--- config.mk ---
export PLATFORM = sky130hd
export DESIGN_NAME = ar_w
export DESIGN_NICKNAME = d
export VERILOG_FILES = /design/src/rtl/ar_pkg.sv /design/src/rtl/ar_w.sv
export SDC_FILE = /design/constraint.sdc
export NUM_CORES = 1
export LEC_CHECK = 0
export CORE_MARGIN = 4
export CORE_UTILIZATION = 36
export CTS_CLUSTER_DIAMETER = 60
export CTS_CLUSTER_SIZE = 14
export DETAILED_ROUTE_END_ITERATION = 7
export HOLD_SLACK_MARGIN = 0.06
export PLACE_DENSITY = 0.7
export SLEW_MARGIN = 20
export SYNTH_ARGS = -nofsm -noshare
export SYNTH_HDL_FRONTEND = slang
export SYNTH_SLANG_ARGS = --single-unit
--- constraint.sdc ---
create_clock -name clk -period 6 [get_ports clk]
set_input_delay 0.6 -clock clk [delete_from_list [all_inputs] [get_ports clk]]
set_output_delay 0.6 -clock clk [all_outputs]
set_load 0.02 [all_outputs]
--- src/rtl/ar_pkg.sv ---
`default_nettype none
// ============================================================================
//  Module   : ar_pkg
//  Brief    : Shared constants and state encoding for the byte-array write side
//  Revision : 1.0  initial release
// ============================================================================
package ar_pkg;

    localparam int ARRAY_SIZE = 8;
    localparam int DATA_W     = 8;
    localparam int ADDR_W     = 3;
    localparam int INIT_VAL   = 10;
    localparam int CNT_MAX    = 255;

    typedef enum logic [0:0] {
        INIT  = 1'b0,
        READY = 1'b1
    } state_t;

endpackage
`default_nettype wire

--- src/rtl/ar_w.sv ---
`default_nettype none
// ============================================================================
//  Module   : ar_w
//  Brief    : Write side of an 8-entry byte array. Fills every entry with a
//             default value after reset or clr, then accepts single-beat
//             writes over valid/ready. The whole array is exported flat.
//  Revision : 1.0  initial release
// ============================================================================
module ar_w
    import ar_pkg::*;
#(
    parameter int ARRAY_SIZE = ar_pkg::ARRAY_SIZE,
    parameter int DATA_W     = ar_pkg::DATA_W,
    parameter int ADDR_W     = ar_pkg::ADDR_W,
    parameter int INIT_VAL   = ar_pkg::INIT_VAL
) (
    input  logic                         clk,
    input  logic                         rst,
    input  logic                         clr,
    input  logic                         wr_valid,
    output logic                         wr_ready,
    input  logic [ADDR_W-1:0]            wr_addr,
    input  logic [DATA_W-1:0]            wr_data,
    output logic [ARRAY_SIZE*DATA_W-1:0] arr_flat,
    output logic                         busy,
    output logic [7:0]                   wr_cnt,
    output logic                         wr_err
);

    localparam int                 IDX_W      = $clog2(ARRAY_SIZE);
    localparam logic [IDX_W-1:0]   c_last_idx = IDX_W'(ARRAY_SIZE - 1);
    localparam logic [DATA_W-1:0]  c_init_val = DATA_W'(INIT_VAL);
    localparam logic [7:0]         c_cnt_max  = 8'(CNT_MAX);

    state_t             r_state;
    state_t             w_state_nxt;
    logic [IDX_W-1:0]   r_idx;
    logic [DATA_W-1:0]  r_mem [ARRAY_SIZE];
    logic [7:0]         r_cnt;
    logic               r_err;

    logic               w_accept;
    logic               w_addr_oob;
    logic [31:0]        w_addr_ext;
    logic [IDX_W-1:0]   w_wr_idx;

    // Address is widened so the range check also works when ADDR_W exceeds
    // the index width; the low bits select the entry when in range.
    assign w_addr_ext = 32'(wr_addr);
    assign w_addr_oob = (w_addr_ext >= 32'(ARRAY_SIZE));
    assign w_wr_idx   = wr_addr[IDX_W-1:0];
    assign w_accept   = wr_valid && wr_ready;

    // State register
    always_ff @(posedge clk) begin
        if (rst) begin
            r_state <= INIT;
        end else begin
            r_state <= w_state_nxt;
        end
    end

    // Next-state and handshake outputs; wr_ready never looks at wr_valid
    always_comb begin
        w_state_nxt = r_state;
        wr_ready    = 1'b0;
        busy        = 1'b0;
        case (r_state)
            INIT: begin
                busy = 1'b1;
                if (!clr && (r_idx == c_last_idx)) begin
                    w_state_nxt = READY;
                end
            end
            READY: begin
                wr_ready = !clr;
                if (clr) begin
                    w_state_nxt = INIT;
                end
            end
            default: begin
                w_state_nxt = INIT;
            end
        endcase
    end

    // Sweep index, storage, write counter and sticky error flag
    always_ff @(posedge clk) begin
        if (rst) begin
            r_idx <= '0;
            r_cnt <= '0;
            r_err <= 1'b0;
            for (int i = 0; i < ARRAY_SIZE; i++) begin
                r_mem[i] <= '0;
            end
        end else begin
            if (r_state == INIT) begin
                if (clr) begin
                    r_idx <= '0;
                end else begin
                    r_mem[r_idx] <= c_init_val;
                    r_idx        <= (r_idx == c_last_idx) ? '0 : r_idx + 1'b1;
                end
            end else if (clr) begin
                r_idx <= '0;
            end

            if (w_accept) begin
                if (w_addr_oob) begin
                    r_err <= 1'b1;
                end else begin
                    r_mem[w_wr_idx] <= wr_data;
                end
            end

            if (clr) begin
                r_cnt <= '0;
            end else if (w_accept && (r_cnt != c_cnt_max)) begin
                r_cnt <= r_cnt + 8'd1;
            end
        end
    end

    generate
        for (genvar gi = 0; gi < ARRAY_SIZE; gi++) begin : g_flat
            assign arr_flat[gi*DATA_W +: DATA_W] = r_mem[gi];
        end
    endgenerate

    assign wr_cnt = r_cnt;
    assign wr_err = r_err;

endmodule
`default_nettype wire

# Yosys cells after proc, flatten, opt, wreduce, memory -nomap -nowiden
# Memory sizes are Yosys's and may differ from the RTL's.
# Index checks and enable logic that the tools add are counted.
# word_totals
ff_bits,13
latchBits,0
ram_bits,64
rom_bits,0
input_bits,15
out_inout_bits,75
elab_cells,44
n_memories,1
# memory_table
memory,depth,word_bits,rd,rd_ports_with_merged_regs,write_ports,line_no,text
r_mem,8,8,8,0,8,ar_w.sv:38,logic [DATA_W-1:0] r_mem [ARRAY_SIZE];
# op_classes
addsub,2
n_mul,0
div,0
n_lt_le_gt_ge,1
n_eq_ne,3
shift,0
mux,24
bitwise,1
reduce_logical,8
# op_table
op,n
3-bit 2-to-1 mux,6
8-bit 2-to-1 mux,2
8-bit OR reduction,2
1-bit 2-to-1 mux,15
8-bit by 1-bit adder with 8-bit output (second input constant),1
8-bit inequality test (second input constant),1
3-bit by 4-bit >= comparator with 1-bit output (second input constant),1
3-bit by 1-bit adder with 3-bit output (second input constant),1
3-bit equality test (second input constant),1
1-bit logical AND,3
2-bit inequality test (second input constant),1
1-bit one-hot mux with 2 select lines,1
2-bit AND reduction,1
2-bit OR reduction,1
1-bit logical NOT,1
1-bit NOT,1

# Depth between registers and ports, before layout
# Gate-level depths: netlist (run 1).
# logic_depth
ltp_word,8
mapped_depth,5
mapped_depth_nobuf,5

# Worst setup path before layout (run 1)
# Ideal clock, no wire load.
# synth_timing
kind,input -> register
startpoint,in rst
endpoint,"mem r_mem[0][0], enable pin"
setup_time_ns,0.387
arrival_ns,2.181
required_time_ns,5.613
slack_ns,3.432
path_stages,5
n_path_buf,2
cell_sequence,and4bb_1 > buf_6 > mux2_4 > buf_6 > o31ai_1
# synth_lines
element,line_no,text
start: declaration,ar_w.sv:18,"input logic rst,"
end: declaration,ar_w.sv:38,

==> results of run 1 <==
-- state kept, by name (all words and copies together) (netlist names) --
signal   count
r_mem       64
wr_cnt       8
r_idx        3
r_state      1
-- worst max-delay path, cell delays in order --
cell	delay (ps)
clkdlybuf4s50_1	500
and4bb_1	850
mux2_4	510
o31ai_1	930
-- area by class of cell --
class                   count  area (sq um)  area share (%)
multi-input cells         152           996            22.3
clock inverters             6           138            3.08
repair buffers             90           896            20.0
well taps                 108           135            3.02
clock buffers               9           124            2.77
flip-flops and latches     76          2160            48.4
inverters                   5          18.8           0.420
-- cell families after synthesis --
group | after synthesis | share of synthesized area [%]
AND/OR/NAND/NOR | 115 | 19.5
flip-flops | 76 | 66.5
buffers and inverters | 28 | 4.31
AO/OA/AOI/OAI | 23 | 5.00
multiplexers | 10 | 3.50
adder cells (fa/ha/maj) | 3 | 1.15
other | 1 | 0.115
-- Yosys cell counts, types with 5 or more instances --
cell      count  area share, %
nand2_1       8           0.92
nor3_1       50            7.7
dfxtp_1      12            7.4
nand3_1       7            1.1
mux2i_1       7            2.2
nor4_1       16            3.1
buf_2         7            1.1
clkbuf_1     10            1.2
edfxtp_1     64             59
o31ai_1       8            1.8
nor2_1        8           0.92
inv_1         5           0.58
nand3b_1      7            1.6
-- worst paths after layout --
| check | end | slack [ps] |
|---|---|---|
| hold reg to reg | wr_cnt[6] | 510 |
| hold / removal | wr_cnt[6] | 510 |
| setup reg to reg | r_mem[1][6] | 2730 |
| setup / recovery | r_mem[1][6] | 2550 |
-- through the flow --
| step | instances | util (%) | setup slack (ps) | power [mW] | hold WS, ps |
|---|---|---|---|---|---|
| after detailed placement | 431 | 47.7 | 2150 | 0.708 | 496 |
| after floorplan | 256 | - | 3430 | 0.656 | 515 |
| final | 446 | 51.0 | 2550 | 1.20 | 512 |
| after global placement | 431 | 47.7 | 2350 | 0.707 | 501 |
| after global routing | 446 | 51.0 | 2350 | 1.24 | 564 |
| after CTS | 446 | 50.7 | 2500 | 1.20 | 511 |
-- routing by layer --
metal	track usage (%)	wire [microns]	part of all wire (%)	up-vias
met5	0	0	0	-
met2	22.9	3600	45	159
met3	4.19	1030	13	9
met1	21.2	3240	41	1148
li1	-	-	-	1146
met4	3.29	75	0.94	0
-- power by group --
| part | internal (mW) | switching (mW) | leakage (nW) |
|---|---|---|---|
| clock | 0.318 | 0.185 | 0.129 |
| combinational | 0.0430 | 0.0585 | 0.548 |
| sequential | 0.588 | 0.00687 | 0.760 |
| total | 0.949 | 0.251 | 1.44 |
==> results.sh, run 1 <==
export IMPL_clock_sinks=76
export IMPL_status="finished, final reports clean"
export IMPL_period_minus_slack_ps=3450
export IMPL_crit_arrival_ps=3400
export IMPL_synthCells=256
export IMPL_worstReg2RegStart="r_state"
export IMPL_synth_edf_count=64
export IMPL_clockBufferDepth=2
export IMPL_cts_resized_gates=0
export IMPL_final_cell_area_sq_um=4470
export IMPL_synth_area_sq_um=3250
export IMPL_synthArstFlopShare_pct=0
export IMPL_drtAntennaViolNets=0
export IMPL_hold_violations=0
export IMPL_ctsHoldBuffers=0
export IMPL_cts_buffers=9
export IMPL_vias_per_cell=5.52
export IMPL_layout_drive_gt1_share_pct=8.58
export IMPL_cp_max_fo=36
export IMPL_io_buffers=88
export IMPL_grt_first_pass_wirelength_microns=12000
export IMPL_totalWireLength_microns=7950
export IMPL_finalCritPeriodShare_pct=57.6
export IMPL_hold_depth=2
export IMPL_startpoint="rst"
export IMPL_die_area_sq_um=10600
export IMPL_vias=2462
export IMPL_grt_max_degree=37
export IMPL_slew_headroom_pct=25.5
export IMPL_die_height_microns=103
export IMPL_end_kind="register"
export IMPL_insertion_delay_ps=340
export IMPL_clk_pin_slew_ps=90
export IMPL_rr_worst_depth=3
export IMPL_dr_first_iter_drc_count=187
export IMPL_fin_nets=352
export IMPL_drc=0
export IMPL_n_fill_cell=737
export IMPL_wl_per_cell_microns=17.8
export IMPL_power_density_nw_per_um2=268
export IMPL_critPathKind="in -> reg"
export IMPL_drv_slew=0
export IMPL_io_pins=90
export IMPL_yosysWarnings=0
export IMPL_start_util_pct=37.1
export IMPL_min_path_type="reg -> reg"
export IMPL_die_w_microns=103
export IMPL_layout_common_cells="clkdlybuf4s50_1, edfxtp_1, nor3_1"
export IMPL_grt_pass1_vias=2238
export IMPL_ys_seq_area_share_pct=66.5
export IMPL_synth_flop_cell="edfxtp_1"
export IMPL_layout_commonest_cell="clkdlybuf4s50_1"
export IMPL_ir_drop_mv=0.119
export IMPL_rsz0062_at_grt="false"
export IMPL_fmax_ghz=0.290
export IMPL_area_delta_synth_final_pct=37.4
export IMPL_cts_tree="built"
export IMPL_ys_ff_latch=76
export IMPL_antenna_cells=0
export IMPL_required_ps=5950
export IMPL_hp_start="wr_cnt[6]"
export IMPL_core_rowCount=34
export IMPL_leakage_nw=1.44
export IMPL_synthesis_nets=274
export IMPL_dp_hpwl_microns=5670
export IMPL_overflow=0
export IMPL_worstMarginPinSlew_ps=1110
export IMPL_tns_ps=0
export IMPL_grt_usage_pct=14.9
export IMPL_start_kind="input pin"
export IMPL_grt_antenna_before_repair=0
export IMPL_skew_ps=13.7
export IMPL_synth_cell_type_count=37
export IMPL_coreArea_sq_um=8760
export IMPL_syn_avg_cell_area_sq_um=12.7
export IMPL_h_tree_depth=3
export IMPL_gp_congestion=0.881
export IMPL_first_pass_iters=5
export IMPL_cts_root_buf="clkbuf_8"
export IMPL_placed_cell_area_sq_um=4180
export IMPL_cts_setup_buffers=0
export IMPL_drv_cap=0
export IMPL_setup_viol=0
(Power assumes the default switching activity.)
==> inputs of run 2 (changes only) <==
==> constraint.sdc (replaced) <==
create_clock -name clk -period 3.2 [get_ports clk]
set_input_delay 0.32 -clock clk [delete_from_list [all_inputs] [get_ports clk]]
set_output_delay 0.32 -clock clk [all_outputs]
set_load 0.02 [all_outputs]
==> results.sh, run 2 (synthesis results as in run 1) <==
export IMPL_status="finished, final reports clean"
export IMPL_fmax_ghz=0.407
export IMPL_end_kind="register"
export IMPL_stdcell_count=460
export IMPL_grt_first_pass_wirelength_microns=12200
export IMPL_slew_headroom_pct=48.2
export IMPL_min_path_type="reg -> reg"
export IMPL_n_fill_cell=751
export IMPL_tns_ps=0
export IMPL_skew_ps=6.95
export IMPL_drv_slew=0
export IMPL_power_share_switching_pct=21.1
export IMPL_h_tree_depth=3
export IMPL_crit_arrival_ps=2520
export IMPL_power_density_nw_per_um2=498
export IMPL_grt_antenna_before_repair=0
export IMPL_ctsHoldBuffers=0
export IMPL_power_internal_mw=1.79
export IMPL_fin_util_pct=51.9
export IMPL_start_util_pct=37.1
export IMPL_totalWireLength_microns=7870
export IMPL_die_area_sq_um=10600
export IMPL_dr_first_iter_drc_count=140
export IMPL_gp_congestion=0.855
export IMPL_hold_violations=0
export IMPL_vias=2427
export IMPL_coreArea_sq_um=8760
export IMPL_fin_nets=366
export IMPL_layout_commonest_cell="clkdlybuf4s50_1"
export IMPL_clk_pin_slew_ps=80
export IMPL_vias_per_cell=5.28
export IMPL_drtAntennaViolNets=0
export IMPL_drv_cap=0
export IMPL_leakage_nw=1.50
export IMPL_antenna_cells=0
export IMPL_required_ps=3260
export IMPL_ir_drop_mv=0.197
export IMPL_drc=0
export IMPL_period_minus_slack_ps=2460
export IMPL_largest_register_ffs=64
export IMPL_dp_hpwl_microns=5670
export IMPL_worstMarginPinSlew_ps=772
export IMPL_cp_max_fo=36
export IMPL_io_buffers=88
export IMPL_core_rowCount=34
export IMPL_clock_sinks=76
export IMPL_overflow=0
export IMPL_power_frac_seq_pct=49.3
export IMPL_grt_usage_pct=15.3
export IMPL_die_w_microns=103
export IMPL_grt_pass1_vias=2344
export IMPL_p_comb_share_pct=8.8
export IMPL_critPathKind="in -> reg"
export IMPL_grt_max_degree=37
export IMPL_dp_cells=445
export IMPL_setup_viol=0
export IMPL_p_switching_uw=478
export IMPL_layout_drive_gt1_share_pct=10.8
export IMPL_pwr_share_clk_pct=41.9
export IMPL_wl_per_cell_microns=17.1
export IMPL_io_pins=90
export IMPL_insertion_delay_ps=350
export IMPL_cts_buffers=9
export IMPL_cts_setup_buffers=0
export IMPL_cts_resized_gates=0
export IMPL_first_pass_iters=4
export IMPL_area_delta_synth_final_pct=39.9
export IMPL_reg2reg_slack_ps=1010
export IMPL_start_kind="input pin"
export IMPL_rsz0062_at_grt="false"
export IMPL_die_height_microns=103
export IMPL_clockBufferDepth=2
export IMPL_layout_common_cells="clkdlybuf4s50_1, edfxtp_1, nor3_1"
export IMPL_finalCritPeriodShare_pct=76.8
export IMPL_cts_root_buf="clkbuf_8"
export IMPL_regMostFlops="r_mem"
export IMPL_cts_tree="built"
[run 2: layout make-up]
cell class | count | area (sq um) | share of cell area, %
multi-input combinational | 152 | 972 | 21.4
sequential | 76 | 2160 | 47.5
clock buffer | 9 | 124 | 2.72
tap | 108 | 135 | 2.97
clock inverter | 6 | 138 | 3.02
timing repair buffer | 104 | 1000 | 22.0
inverter | 5 | 18.8 | 0.412
[run 2: power by group through the flow]
stage	clock [mW]	combinational, mW	sequential [mW]
3_5_place_dp	0	0.200	1.14
6_report	0.948	0.200	1.12
2_1_floorplan	0	0.0492	1.18
4_1_cts	0.962	0.201	1.12
3_3_place_gp	0	0.197	1.14
5_1_grt	1.00	0.213	1.12
[run 2: final timing paths]
kind,endpoint,startpoint,cells after the start
max,r_mem[4][3],rst,6
min,wr_cnt[6],wr_cnt[6],2
max reg2reg,r_mem[4][3],r_state,5
min reg2reg,wr_cnt[6],wr_cnt[6],2
[run 2: metal layers]
metal  wire length (microns)  global-route usage, %
met3                     880                   5.89
met5                       0                      0
met2                    3510                   23.9
met1                    3380                   20.1
met4                     102                   4.18
[run 2: critical path: stages]
cell,delay (ps)
clkdlybuf4s50_1,500
and4bb_1,460
buf_4,260
mux2_4,470
o31ai_1,270
buf_4,210
[run 2: metrics by stage]
stage	hold slack (ps)	cell area (sq um)	setup slack, ps	power [mW]
6_report	516	4550	743	2.26
3_3_place_gp	504	4280	457	1.34
4_1_cts	522	4550	727	2.28
3_5_place_dp	507	4280	344	1.34
5_1_grt	570	4550	600	2.34
2_1_floorplan	499	3250	912	1.23
==> patch 1, RTL diff (config.mk and constraints of run 1) <==
The package constant `CNT_MAX` goes from 255 to 127.
--- a/src/rtl/ar_pkg.sv
+++ b/src/rtl/ar_pkg.sv
@@ -12,3 +12,3 @@
     localparam int INIT_VAL   = 10;
-    localparam int CNT_MAX    = 255;
+    localparam int CNT_MAX    = 127;
 
Function: no difference found for any inputs over 10 cycles, from zero or initial values and one cycle with rst high; that may be too few to reach the edited logic, so the function may still have changed.
==> patch 1 against run 1 <==
- clock skew fell by 8.8 ps
- wire length rose by 1.6%
- maximum frequency rose by 0.32%
- setup slack improved by 11 ps
- critical path depth did not move
- sequential cell count did not move
- worst hold slack improved by 10 ps
- non-clock buffer count did not move
- count of clock-buffer cells in the layout did not move
- clock power fell by 18%
- total power fell by 7.3%
- final area fell by 1.2%
- synthesized area did not move
- critical path type unchanged
==> patch 1: results (changes against run 1) <==
status: "finished, final reports clean"  # unchanged
crit_fanout: 18  # was 36
grt_usage: 0.1524  # was 0.1493
route.detailed.wl_per_inst_um: 18.15  # was 17.82 um
routedLengthMet1_um: 3417  # was 3237 um
ys_top_cells_by_area: "edfxtp_1, nor3_1, dfxtp_1"  # unchanged
dr_wl_met2_um: 3565  # was 3603 um
syn_inst: 255  # was 256
worstHoldEndpoint: "wr_cnt[7]$_SDFFE_PP0P_"  # was wr_cnt[6]$_SDFFE_PP0P_
syn_nets: 273  # was 274
powerClk_uw: 414  # was 503 uW
layout-drive-gt1-share: 0.08902  # was 0.08580
drt-initial-drc-count: 183  # was 187
power_frac_seq: 0.536  # was 0.496
grt.met1_usage: 0.2156  # was 0.2121
synth_top_cells_by_count: "edfxtp_1, nor3_1, nor4_1"  # unchanged
dp_hpwl_um: 5822  # was 5669 um
finalNetCount: 351  # was 352
vdd_drop_max_uv: 109.0  # was 118.6 uV
nonClkBufAreaFrac: 0.2028  # was 0.2004
worstHoldStart: "wr_cnt[7]$_SDFFE_PP0P_"  # was wr_cnt[6]$_SDFFE_PP0P_
sh_seq_area: 0.4895  # was 0.4838
cp-startpoint: "clr"  # was rst
multi_input_area_sq_um: 993.5  # was 996.0 sq um
clock_skew_ps: 4.829  # was 13.66 ps
reg2reg_to: "r_mem[4][6]$_SDFFCE_PN0P_"  # was r_mem[1][6]$_SDFFCE_PN0P_
grt_pass1_wl_um: 12100  # was 12040 um
pre_cts_slack_ps: 2178  # was 2145 ps
powerDensity_mw_per_mm2: 251.8  # was 268.4 mW/mm^2
first_global_vias: 2236  # was 2238
[patch 1: worst max-delay path by stage]
stage	endpoint	slack, ps	depth (start not counted)
finish	r_mem[4][6]$_SDFFCE_PN0P_	2560	4
global route	r_mem[4][6]$_SDFFCE_PN0P_	2330	4
CTS	r_mem[7][5]$_SDFFCE_PN0P_	2530	4
detailed placement	r_mem[7][5]$_SDFFCE_PN0P_	2180	4
global placement	r_mem[7][4]$_SDFFCE_PN0P_	2290	4
floorplan	r_mem[0][0]$_SDFFCE_PN0P_	3430	5
[patch 1: cells by family (layout without fill, tap and decap cells)]
family	Yosys count	in the layout	share of synthesized area
AO/OA/AOI/OAI	24	24	0.05077
AND/OR/NAND/NOR	113	113	0.1927
other	1	1	0.001153
buffers and inverters	28	110	0.04423
adder cells (fa/ha/maj)	3	3	0.01154
flip-flops	76	76	0.6646
multiplexers	10	10	0.03500
[patch 1: tightest hold or removal path: cells and delay by family (launching register included)]
kind               cells  cell delay (ps)
AOI/OAI and AO/OA      2              140
DFF                    1              340
==> patch 2, RTL diff (settings of run 1) <==
Made on the original files. Reset style: asynchronous (`rst`), changed in 2 clocked blocks.
--- a/src/rtl/ar_w.sv
+++ b/src/rtl/ar_w.sv
@@ -54,3 +54,3 @@
     // State register
-    always_ff @(posedge clk) begin
+    always_ff @(posedge clk or posedge rst) begin
         if (rst) begin
@@ -87,3 +87,3 @@
     // Sweep index, storage, write counter and sticky error flag
-    always_ff @(posedge clk) begin
+    always_ff @(posedge clk or posedge rst) begin
         if (rst) begin
Formal check against the unedited RTL: differs if rst is asserted again (counterexample within 4 cycles, from zero or initial values and one cycle with rst high); with rst held inactive, the same outputs for 10 cycles.
==> patch 2 against run 1 <==
- total power fell by 12%
- worst hold slack got worse by 4.9 ps
- sequential cell count unchanged
- setup slack improved by 560 ps
- register-to-register slack improved by 1500 ps
- synthesized area up 1.8%
- final area about the same
- synthesized cell count increased by 3.1%
- wire length is 7.7% higher
- clock power fell by 15%
- non-clock buffer count fell by 1
- largest cell class unchanged
- highest routed layer unchanged
==> patch 2: results (changes against run 1) <==
status: "finished, final reports clean"  # unchanged
grt_max_degree: 77  # was 37
syn_nets: 282  # was 274
die_x_um: 103.9  # was 103.1 um
cts_post_setup_buffers_inserted: 0  # unchanged
grt_usage: 0.1620  # was 0.1493
sh_seq_area: 0.4254  # was 0.4838
dp_hpwl_um: 6027  # was 5669 um
final.fill_count: 805  # was 737
worstHoldEndpoint: "arr_flat[10]$_DFF_PP0_"  # was wr_cnt[6]$_SDFFE_PP0P_
clk_share: 0.04758  # was 0.05851
synthFlopType: "dfrtp_1"  # was edfxtp_1
crit_fanout: 20  # was 36
reg2reg_to: "arr_flat[16]$_DFF_PP0_"  # was r_mem[1][6]$_SDFFCE_PN0P_
cp_data_arrival_time_ps: 2290  # was 3400 ps
synth_top_cells_by_count: "dfrtp_1, a22o_1, inv_1"  # was edfxtp_1, nor3_1, nor4_1
hold_depth: 1  # was 2
pre_cts_slack_ps: 3108  # was 2145 ps
nonClkBufAreaFrac: 0.1987  # was 0.2004
dp_cells: 445  # was 431
synth_compound_area_frac: 0.2289  # was 0.05000
vias: 2507  # was 2462
vdd_drop_max_uv: 116.7  # was 118.6 uV
drt-initial-drc-count: 154  # was 187
final_util: 0.5052  # was 0.5100
postSynth.asyncResetShare: 1.000  # was 0
inv_count: 17  # was 5
worst_pin_slew_ps: 938.8  # was 1107 ps
via_per_inst: 5.450  # was 5.520
p_leak_nw: 2.000  # was 1.437 nW
clock_skew_ps: 8.438  # was 13.66 ps
finalNetCount: 366  # was 352
synth-xor-area-share: 0  # unchanged
layout-drive-gt1-share: 0.1080  # was 0.08580
worstHoldStart: "arr_flat[10]$_DFF_PP0_"  # was wr_cnt[6]$_SDFFE_PP0P_
ys_top_cells_by_area: "dfrtp_1, a22o_1, a2bb2oi_1"  # was edfxtp_1, nor3_1, dfxtp_1
multi_input_area_share: 0.2838  # was 0.2228
buffers: 89  # was 90
ys_seq_area_frac: 0.5740  # was 0.6646
place.gp.congestion: 0.7736  # was 0.8811
synthMuxAreaShare: 0.01246  # was 0.03500
patch 2: layer usage:
metal,up-vias,GRT usage,share of wire
li1,1158,-,-
met1,1265,0.2338,0.49
met2,77,0.2414,0.46
met3,7,0.04904,0.049
met4,0,0.03419,0.0070
met5,-,0,0
patch 2: critical path: stages:
cell and delay (ps):
clkdlybuf4s50_1 820, nor2_1 240, clkdlybuf4s50_1 630
patch 2: worst max-delay path by stage:
stage / start / end / slack [ps] / cells past startpoint
finish: clr / wr_ready / 3110 / 3
global route: clr / wr_ready / 3020 / 3
CTS: clr / wr_ready / 3110 / 3
detailed placement: clr / wr_ready / 3110 / 3
global placement: clr / wr_ready / 3120 / 3
floorplan: rst / arr_flat[0]$_DFF_PP0_ / 3460 / 1
patch 2: report_power, final:
group / switching [mW] / leakage [nW] / internal [mW]
combinational: 0.0571 / 0.914 / 0.0400
clock: 0.195 / 0.102 / 0.233
sequential: 0.00948 / 0.985 / 0.522
total: 0.261 / 2.00 / 0.795
